$ cat config.mk
export PLATFORM = sky130hd
export DESIGN_NAME = tdm_demux16
export DESIGN_NICKNAME = d
export VERILOG_FILES = /design/src/rtl/tdm_pkg.sv /design/src/rtl/demux14.sv /design/src/rtl/tdm_demux16.sv
export SDC_FILE = /design/constraint.sdc
export NUM_CORES = 1
export LEC_CHECK = 0
export ABC_CLOCK_PERIOD_IN_PS = 4700
export CAP_MARGIN = 20
export CORE_ASPECT_RATIO = 0.7
export CORE_MARGIN = 10
export CORE_UTILIZATION = 58
export DETAILED_ROUTE_END_ITERATION = 8
export PLACE_DENSITY = 0.82
export RECOVER_POWER = 100
export SLEW_MARGIN = 20
export SYNTH_ARGS = -nofsm -noshare
export SYNTH_HDL_FRONTEND = slang
export SYNTH_HIERARCHICAL = 1
export SYNTH_SLANG_ARGS = --single-unit
$ cat constraint.sdc
create_clock -name clk -period 4.7 [get_ports clk]
set_input_delay 0.94 -clock clk [delete_from_list [all_inputs] [get_ports clk]]
set_output_delay 0.94 -clock clk [all_outputs]
set_load 0.01 [all_outputs]
$ cat src/rtl/tdm_pkg.sv
// Shared constants, types and state enum for the TDM receive path.
// Build option: TDM_DEMUX_PARITY_EN adds a 17th parity slot per frame.
package tdm_pkg;

  localparam int unsigned TDM_SLOTS = 16;
  localparam int unsigned TDM_SEL_W = 4;

`ifdef TDM_DEMUX_PARITY_EN
  localparam int unsigned TDM_T_W  = 5;
  localparam int unsigned TDM_LAST = 16;
`else
  localparam int unsigned TDM_T_W  = 4;
  localparam int unsigned TDM_LAST = 15;
`endif

  typedef logic [TDM_SEL_W-1:0] tdm_slot_t;
  typedef logic [TDM_SLOTS-1:0] tdm_frame_t;
  typedef logic [TDM_T_W-1:0]   tdm_cnt_t;

  typedef enum logic {IDLE, FILL} tdm_state_e;

endpackage

$ cat src/rtl/demux14.sv
// 1-to-4 one-hot enable decoder, one node of the slot write-enable tree.
module demux14 (
  input  logic       en,
  input  logic [1:0] sel,
  output logic [3:0] y
);

  // One-hot output, all zero when not enabled
  assign y = {4{en}} & (4'b0001 << sel);

endmodule

$ cat src/rtl/tdm_demux16.sv
// Serial-to-parallel receiver for the 16-slot TDM link with valid/ack frame output.
// Build option: TDM_DEMUX_PARITY_EN -> 17-slot frames, even parity, parity_err port.
module tdm_demux16
  import tdm_pkg::*;
#(
  parameter int unsigned SLOTS = 16,
  parameter int unsigned SEL_W = 4
) (
  input  logic               clk,
  input  logic               resetn,
  input  logic               din,
  input  logic               din_valid,
  input  logic               sync,
  output logic [TDM_T_W-1:0] t,
  output logic [15:0]        w,
  output logic               frame_valid,
  input  logic               frame_ack,
  output logic               overrun,
`ifdef TDM_DEMUX_PARITY_EN
  output logic               parity_err,
`endif
  output logic               resync
);

  if (SLOTS != TDM_SLOTS || SEL_W != TDM_SEL_W) begin : g_bad_cfg
    $error("tdm_demux16 supports only SLOTS=16, SEL_W=4");
  end

  tdm_state_e state;
  tdm_frame_t acc;
  tdm_frame_t acc_next;
  tdm_frame_t we;
  tdm_slot_t  slot;
  logic [3:0] grp;
  logic       load;
  logic       wr_en;
  logic       done;

  assign slot = t[TDM_SEL_W-1:0];
  assign load = din_valid & ~sync;
  assign done = load && (t == TDM_T_W'(TDM_LAST));

`ifdef TDM_DEMUX_PARITY_EN
  // The parity slot (t=16) never writes acc
  assign wr_en = load & ~t[TDM_T_W-1];
`else
  assign wr_en = load;
`endif

  // Two-level decoder tree: t[3:2] picks a group, t[1:0] picks the bit
  demux14 u_root (.en(wr_en), .sel(slot[3:2]), .y(grp));

  for (genvar g = 0; g < 4; g++) begin : g_leaf
    demux14 u_leaf (.en(grp[g]), .sel(slot[1:0]), .y(we[4*g +: 4]));
  end

  // Accumulator with the current bit merged in, used for both fill and completion
  assign acc_next = (acc & ~we) | (we & {TDM_SLOTS{din}});

  // Slot counter, accumulator, frame register and handshake flags
  always_ff @(posedge clk or negedge resetn) begin
    if (!resetn) begin
      state       <= IDLE;
      t           <= '0;
      acc         <= '0;
      w           <= '0;
      frame_valid <= 1'b0;
      overrun     <= 1'b0;
      resync      <= 1'b0;
`ifdef TDM_DEMUX_PARITY_EN
      parity_err  <= 1'b0;
`endif
    end else begin
      resync <= 1'b0;
      if (frame_ack) frame_valid <= 1'b0;
      if (din_valid) begin
        if (sync) begin
          acc    <= {{(TDM_SLOTS-1){1'b0}}, din};
          t      <= TDM_T_W'(1);
          resync <= (state == FILL);
          state  <= FILL;
        end else if (done) begin
          w           <= acc_next;
          acc         <= '0;
          t           <= '0;
          state       <= IDLE;
          frame_valid <= 1'b1;
          if (frame_valid && !frame_ack) overrun <= 1'b1;
`ifdef TDM_DEMUX_PARITY_EN
          parity_err  <= ^{acc, din};
`endif
        end else begin
          acc   <= acc_next;
          t     <= t + TDM_T_W'(1);
          state <= FILL;
        end
      end
    end
  end

endmodule

Word-level counts from Yosys, hierarchy flattened
Index checks and enable logic that the tools add are counted.
{ "classes": {"n_reduce_logical": 5, "eq_ne": 1, "muxes": 12, "bitwise_logic": 11, "shift": 2, "addsub": 1} }
{ "ops": {"columns": ["op", "count"], "rows": [
  ["16-bit AND", 2],
  ["16-bit 2-to-1 mux", 2],
  ["4-bit AND", 5],
  ["16-bit NOT", 1],
  ["16-bit bitwise OR", 1],
  ["1-bit 2-to-1 mux", 8],
  ["4-bit 2-to-1 mux", 2],
  ["1-bit by 2-bit left shift with 4-bit output (first input constant)", 2],
  ["4-bit by 1-bit adder with 4-bit output (second input constant)", 1],
  ["4-bit == test (second input constant)", 1],
  ["4-bit AND reduction", 1],
  ["3-bit AND reduction", 1],
  ["1-bit logical AND", 2],
  ["1-bit AND", 1],
  ["1-bit logical NOT", 1],
  ["1-bit NOT", 1]
]} }
{ "totals": {"word_cells": 39, "regBits": 40, "output_inout_bits": 23} }

Longest topological paths before layout
Gate-level depths: netlist of run 1.
{ "depth": {"ltp_word": 9, "mapped_depth": 8, "mapped_depth_nobuf": 7} }

Cells and area by module
Netlist of run 1, hierarchy kept.
{ "modules_own_cells": {"columns": ["mod", "area_each_um2", "seq_area_each_um2", "cells_each", "n_inst"], "rows": [
  ["tdm_demux16", 1808.0, 1001.0, 164, 1],
  ["demux14", 37.5, 0.0, 4, 5]
]} }

Least setup slack after synthesis of run 1
No wires, ideal clock.
{ "synth_timing": {"kind": "input to register", "from": "input port sync", "to": "register acc[0]", "setup_ns": 0.127, "stages": 8, "t_required_ns": 4.573, "slack_ns": 2.607, "arrival_time_ns": 1.966, "n_path_buf": 1, "path_cell_list": "nand2b_1 > buf_6 > inv_4 > nor3b_2 > nor3b_2 > nor2_1 > a21boi_1 > o22ai_1"} }
{ "synth_between": {"elab_chain_cells": 9, "elab_cells_between_ends": 11, "classes_between": "2 x mux; 8 x bitwise; 1 x reduce/logical"} }
{ "synth_lines": {"columns": ["item", "line_no", "text"], "rows": [
  ["from (decl)", "tdm_demux16.sv:13", "input logic sync,"],
  ["1-bit NOT (no line) *", null, null],
  ["1-bit AND *", "tdm_demux16.sv:40", "assign load = din_valid & ~sync;"],
  ["named net load", "tdm_demux16.sv:35", "logic load;"],
  ["4-bit AND *", "demux14.sv:9", "assign y = {4{en}} & (4'b0001 << sel);"],
  ["named net grp[0]", "tdm_demux16.sv:34", "logic [3:0] grp;"],
  ["4-bit AND *", "demux14.sv:9", null],
  ["named net we[0]", "tdm_demux16.sv:32", "tdm_frame_t we;"],
  ["16-bit NOT", "tdm_demux16.sv:58", "assign acc_next = (acc & ~we) | (we & {TDM_SLOTS{din}});"],
  ["16-bit AND", "tdm_demux16.sv:58", null],
  ["16-bit bitwise OR *", "tdm_demux16.sv:58", null],
  ["16-bit 2-to-1 mux *", "tdm_demux16.sv:82", "end else if (done) begin"],
  ["16-bit 2-to-1 mux *", "tdm_demux16.sv:77", "if (sync) begin"],
  ["to (signal assigned)", "tdm_demux16.sv:78", "acc <= {{(TDM_SLOTS-1){1'b0}}, din};"],
  ["to (signal assigned)", "tdm_demux16.sv:93", "acc <= acc_next;"],
  ["to (decl)", "tdm_demux16.sv:30", "tdm_frame_t acc;"]
]} }
The timed path passes the listed nets; every way through them passes the cells marked *.
A chain may end at the register's enable or synchronous reset.

Worst setup path after layout of run 1
{ "layout_timing": {"from": "input port din_valid", "to": "register acc[0]"} }
{ "layout_between": {"elab_chain_cells": 8, "elab_cells_between_ends": 10, "classes_between": "2 x mux; 7 x bitwise; 1 x reduce/logical"} }
{ "layout_lines": {"columns": ["item", "line_no", "text"], "rows": [
  ["from (decl)", "tdm_demux16.sv:12", "input logic din_valid,"],
  ["1-bit AND *", "tdm_demux16.sv:40", null],
  ["named net load", "tdm_demux16.sv:35", null],
  ["4-bit AND *", "demux14.sv:9", null],
  ["named net grp[0]", "tdm_demux16.sv:34", null],
  ["4-bit AND *", "demux14.sv:9", null],
  ["named net we[0]", "tdm_demux16.sv:32", null],
  ["16-bit NOT", "tdm_demux16.sv:58", null],
  ["16-bit AND", "tdm_demux16.sv:58", null],
  ["16-bit bitwise OR *", "tdm_demux16.sv:58", null],
  ["16-bit 2-to-1 mux *", "tdm_demux16.sv:82", null],
  ["16-bit 2-to-1 mux *", "tdm_demux16.sv:77", null]
]} }
Marked as above.

==> flow_summary.json, run 1 <==
{
  "status": "complete, but fails checks",
  "violations": "max-capacitance violations, max-slew violations",
  "gp_congestion": 0.783,
  "ir_drop_v": 0.000274,
  "insertion_delay_ns": 0.30,
  "max_freq_mhz": 260,
  "p_per_area_mw_per_mm2": 340,
  "path_clk_slew_ns": 0.08,
  "synth_top_area_share_pct": 50.2,
  "routedWlPerCell_um": 18.0,
  "crit_end": "acc[0]",
  "firstDrtPassIters": 4,
  "hold_buffers": 0,
  "grt_max_degree": 41,
  "report.final.slew_viol_count": 41,
  "hold_violations": 0,
  "start_util_pct": 61.7,
  "cts_tree": "done",
  "io_buffers": 28,
  "ant_nets": 0,
  "finalSetupViolations": 0,
  "gr-total-overflow": 0,
  "setup_tns_ns": 0,
  "syn_nets": 191,
  "chipWidth_um": 90.1,
  "num_io_pins": 29,
  "track_usage_pct": 15.5,
  "die_y_um": 69.1,
  "r2r-start": "t[0]",
  "worstRegToRegCells": 4,
  "fin_crit_sh_pct": 81.7,
  "synth_seq_cells": 40,
  "cts_inserted_buffers": 5,
  "root_buffer": "clkbuf_8",
  "p_leak_nw": 1.07,
  "yosys.area.top_type": "dfrtp_1",
  "relSlewSlack_pct": -38.0,
  "yosys_warnings": 6,
  "ys_top_cells_by_count": "dfrtp_1 (40), o21ai_1 (26), o21ai_0 (23)",
  "worst_pin_slew_ns": 2.07,
  "path_max_fanout": 25,
  "initialDrtViolationCount": 109,
  "drt-total-wl_um": 4600,
  "critPathLaunchType": "input port",
  "stdcell_area_mm2": 0.00236,
  "layout-drive-gt1-share_pct": 6.73,
  "rsz0062_at_grt": "false",
  "nNetsFinal": 214,
  "die_area_mm2": 0.00622,
  "antenna_found_initial": 0,
  "n_antenna_cell": 0,
  "post-dp-hpwl_um": 3000,
  "seq_area_frac_synth_pct": 50.2,
  "synth-async-reset-ratio_pct": 100,
  "pre_cts_ws_ns": 1.06,
  "placed_cell_area_mm2": 0.00226,
  "min_period_ns": 3.84,
  "synthFlopType": "dfrtp_1",
  "finClkSkew_ns": 0.00581,
  "vias": 1514,
  "finalNonFillerCells": 255,
  "r2r_slack_ns": 1.78,
  "syn_area_mm2": 0.00200,
  "synth.most_common_cell": "dfrtp_1",
  "drc": 0,
  "via_per_inst": 5.94,
  "htree_num_levels": 2,
  "avgSynthCellArea_um2": 10.8,
  "crit_start": "din_valid",
  "crit_path_end_kind": "flop",
  "critical_path_required_ns": 4.87,
  "total_power_w": 0.000803,
  "path_class": "input port to flop",
  "first_global_vias": 1501,
  "cts.sinks": 40,
  "maxCapViolations": 1,
  "synth_cell_types": 32,
  "clock_path_buffers": 2,
  "synth_cells": 184,
  "placementRows": 17,
  "fp.coreArea_mm2": 0.00323,
  "cts_setup_buffers": 0,
  "hold_path.class": "flop to flop",
  "area_growth_pct": 18.2,
  "r2r-end": "w[7]",
  "n_fill_cell": 225,
  "synth-edff-count": 0,
  "arrival_ns": 4.02,
  "synth_area_leaders": "dfrtp_1 (50%), mux2i_1 (8.0%), a22o_1 (6.6%)",
  "fin_ws_ns": 0.858,
  "grt_pass1_wl_um": 7980,
  "post_cts.resized_instances": 0,
  "dp.cells": 247
}
==> per-layer routing <==
layer	track usage, %	share of wire (%)	up-vias	wire length [um]
met5	0	0	-	0
met3	5.06	6.0	7	277
met2	22.0	44	45	2040
met1	20.7	48	740	2200
met4	7.14	1.8	0	81
li1	-	-	722	-
==> cells in the final DEF, fill, tap and decap left out, types with 7 or more instances in the layout <==
| master | instances |
|---|---|
| a22o_1 | 15 |
| and3b_1 | 10 |
| clkbuf_8 | 7 |
| dfrtp_1 | 40 |
| dlygate4sd3_1 | 24 |
| mux2i_1 | 16 |
| o21ai_0 | 33 |
| o21ai_1 | 16 |
==> registers in the layout (all words and copies together) (netlist names) <==
signal       cells
resync           1
overrun          1
acc             16
state            1
frame_valid      1
t                4
w               16
==> report_power, final <==
| part | switching [W] | total [W] | leakage (nW) | internal [W] |
|---|---|---|---|---|
| combinational | 0.0000555 | 0.000103 | 0.461 | 0.0000479 |
| clock | 0.000122 | 0.000310 | 0.0645 | 0.000187 |
| sequential | 0.0000311 | 0.000389 | 0.544 | 0.000358 |
==> how the worst min path moves through the flow <==
stage / start / to / slack, ns / cells past startpoint
finish: overrun / overrun / 0.49 / 1
global route: overrun / overrun / 0.50 / 1
CTS: state / state / 0.49 / 1
detailed placement: state / state / 0.47 / 1
global placement: state / state / 0.45 / 1
floorplan: state / state / 0.44 / 1
==> logic make-up (layout without fill, tap and decap cells) <==
family	Yosys count	count (layout)	share of synthesized area [%]
buf+inv	17	41	4.58
compound gates	75	75	22.9
fa+ha+maj	1	1	0.627
flops	40	40	50.2
mux	16	16	8.02
simple gates	35	35	13.7
==> through the flow <==
stage	hold WS, ns	util [%]
after floorplan	0.444	-
after global placement	0.455	70.0
after detailed placement	0.473	70.0
after CTS	0.491	73.9
after global routing	0.503	73.0
final	0.489	73.0
==> layout make-up <==
type,instances,area (um2),share of cell area [%]
clock buffers,7,96.3,4.08
flip-flops and latches,40,1000,42.4
clock inverters,1,30.0,1.27
multi-input cells,127,880,37.3
inverters,4,16.3,0.689
repair buffers,29,278,11.8
well taps,47,58.8,2.49
==> critical path: stages <==
cell	delay (ns)
dlygate4sd3_1	1.03
nand2b_1	0.38
clkbuf_1	0.34
clkinvlp_2	0.24
nor3b_1	0.40
nor3b_2	0.34
nor2_1	0.07
a21boi_1	0.16
o22ai_1	0.12
No activity file was read; power rests on OpenSTA's default activity.
==> inputs of run 2 (changes only) <==
--- a/config.mk
+++ b/config.mk
@@ -5,13 +5,13 @@
 export SDC_FILE = /design/constraint.sdc
 export NUM_CORES = 1
 export LEC_CHECK = 0
-export ABC_CLOCK_PERIOD_IN_PS = 4700
+export ABC_CLOCK_PERIOD_IN_PS = 3600
 export CAP_MARGIN = 20
 export CORE_ASPECT_RATIO = 0.7
 export CORE_MARGIN = 10
-export CORE_UTILIZATION = 58
+export CORE_UTILIZATION = 53
 export DETAILED_ROUTE_END_ITERATION = 8
-export PLACE_DENSITY = 0.82
+export PLACE_DENSITY = 0.76
 export RECOVER_POWER = 100
 export SLEW_MARGIN = 20
 export SYNTH_ARGS = -nofsm -noshare
==> constraint.sdc (replaced) <==
create_clock -name clk -period 3.6 [get_ports clk]
set_input_delay 0.72 -clock clk [delete_from_list [all_inputs] [get_ports clk]]
set_output_delay 0.72 -clock clk [all_outputs]
set_load 0.01 [all_outputs]
==> run 2 against run 1 <==
  * Non-clock buffer count up 4
  * Largest cell class unchanged
  * Utilization decreased by 6.9 points
  * The flow still finishes with violations (max-capacitance violations, max-slew violations)
  * Sequential power up 30%
  * Hold slack lost 0.011 ns
  * Cell count grew 2.7%
==> flow_summary.json, run 2 (same netlist as run 1, synthesis figures left out) <==
{
  "status": "complete, but fails checks",
  "violations": "max-capacitance violations, max-slew violations",
  "switching_share_pct": 28.6,
  "num_io_pins": 29,
  "reg_top3": "acc (16), w (16), t (4)",
  "report.final.slew_viol_count": 41,
  "setup_tns_ns": 0,
  "insertion_delay_ns": 0.30,
  "area_growth_pct": 18.6,
  "die_y_um": 71.3,
  "chipWidth_um": 93.3,
  "rsz0062_at_grt": "false",
  "grt_pass1_wl_um": 7630,
  "post_cts.resized_instances": 0,
  "grt_use_met2_pct": 20.8,
  "drc": 0,
  "crit_path_cell_trace": "dlygate4sd3_1 > nand2b_1 > clkbuf_1 > inv_4 > and3_2 > nor3b_1 > o21ai_0 > a22o_1",
  "hp-start": "overrun",
  "n_antenna_cell": 0,
  "layout_commonest_cell": "dfrtp_1",
  "critPathSlowestCell": "dlygate4sd3_1",
  "finClkSkew_ns": 0.00614,
  "r2r_slack_ns": 1.23,
  "p_per_area_mw_per_mm2": 408,
  "path_max_fanout": 19,
  "path_clk_slew_ns": 0.08,
  "cts.sinks": 40,
  "gr-total-overflow": 0,
  "finalSetupViolations": 0,
  "worstRegToRegCells": 4,
  "use_met3_pct": 4.89,
  "track_usage_pct": 14.4,
  "power_frac_seq_pct": 52.2,
  "cts_tree": "done",
  "start_util_pct": 55.7,
  "vias": 1566,
  "p_clk_share_pct": 32.6,
  "min_period_ns": 2.96,
  "holdWs_ns": 0.478,
  "worst_pin_slew_ns": 2.14,
  "antenna_found_initial": 0,
  "fp.coreArea_mm2": 0.00358,
  "crit_buf_inv": 3,
  "finalNonFillerCells": 262,
  "final_cell_mix": "dfrtp_1 (40), o21ai_0 (37), dlygate4sd3_1 (23)",
  "gp_congestion": 0.764,
  "io_buffers": 28,
  "busiest_layer": "met2",
  "critical_path_required_ns": 3.79,
  "nNetsFinal": 218,
  "internal-power_w": 0.000690,
  "hold_violations": 0,
  "clock_path_buffers": 2,
  "whs_path_depth": 1,
  "crit_path_end_kind": "flop",
  "htree_num_levels": 2,
  "critPathTopFamily": "buffers and inverters",
  "firstDrtPassIters": 4,
  "layout-drive-gt1-share_pct": 9.43,
  "die_area_mm2": 0.00666,
  "root_buffer": "clkbuf_8",
  "critPathLaunchType": "input port",
  "p_comb_share_pct": 15.2,
  "r2r-end": "w[0]",
  "worstHoldEndpoint": "overrun",
  "relSlewSlack_pct": -42.5,
  "initialDrtViolationCount": 75,
  "r2r-start": "t[1]",
  "drt-total-wl_um": 4540,
  "ant_nets": 0,
  "hold_buffers": 0,
  "n_fill_cell": 284,
  "cts_setup_buffers": 0,
  "max_stage_delay_ns": 0.64,
  "first_global_vias": 1518,
  "total_power_w": 0.000966,
  "arrival_ns": 3.15,
  "p_leak_nw": 1.08,
  "fin_util_pct": 66.1,
  "post-dp-hpwl_um": 2960,
  "hold_path.class": "flop to flop",
  "dp.cells": 254,
  "grt_max_degree": 41,
  "placementRows": 18,
  "max_freq_mhz": 338,
  "maxCapViolations": 1,
  "ir_drop_v": 0.000264,
  "path_class": "input port to flop",
  "via_per_inst": 5.98,
  "fin_crit_sh_pct": 82.3,
  "met1_usage_pct": 18.3,
  "cts_inserted_buffers": 5,
  "p_sw_w": 0.000276,
  "routedWlPerCell_um": 17.3
}
## run 2: power groups by stage
| stage | clock [W] | combinational [W] | sequential (W) |
|---|---|---|---|
| 2_1_floorplan | 0 | 0.0000790 | 0.000516 |
| 6_report | 0.000315 | 0.000147 | 0.000505 |
| 4_1_cts | 0.000320 | 0.000158 | 0.000505 |
| 3_3_place_gp | 0 | 0.000152 | 0.000511 |
| 3_5_place_dp | 0 | 0.000157 | 0.000514 |
| 5_1_grt | 0.000337 | 0.000163 | 0.000510 |
## run 2: layout make-up
type / instances / area, um2 / area share (%)
Tap cell: 50 / 62.6 / 2.64
Timing Repair Buffer: 33 / 304 / 12.8
Clock inverter: 1 / 7.51 / 0.317
Clock buffer: 7 / 86.3 / 3.65
Multi-Input combinational cell: 127 / 888 / 37.5
Sequential cell: 40 / 1000 / 42.3
Inverter: 4 / 17.5 / 0.740
## run 2: worst register-to-register path: stages (launching register included)
cell	delay (ns)
dfrtp_1	0.71
ha_1	0.37
nand3_1	0.34
or2_1	0.58
o21ai_0	0.28
## run 2: worst max path at each step
stage,depth (start not counted),start,to
floorplan,7,t[0],acc[10]
global placement,9,din_valid,w[8]
detailed placement,9,din_valid,w[0]
CTS,9,din_valid,w[0]
global route,8,sync,acc[12]
finish,8,sync,acc[12]
## run 2: through the flow
stage | setup WS, ns | cell area (um2)
after global routing | 0.484 | 2370
after floorplan | 1.64 | 2000
after CTS | 1.13 | 2390
after global placement | 0.910 | 2300
after detailed placement | 0.807 | 2300
final | 0.638 | 2370
## run 2: metal layers
layer  wire length (um)  share of wire (%)
met5                  0                  0
met4                 68                1.5
met3                402                8.9
met2               2080                 46
met1               1990                 44
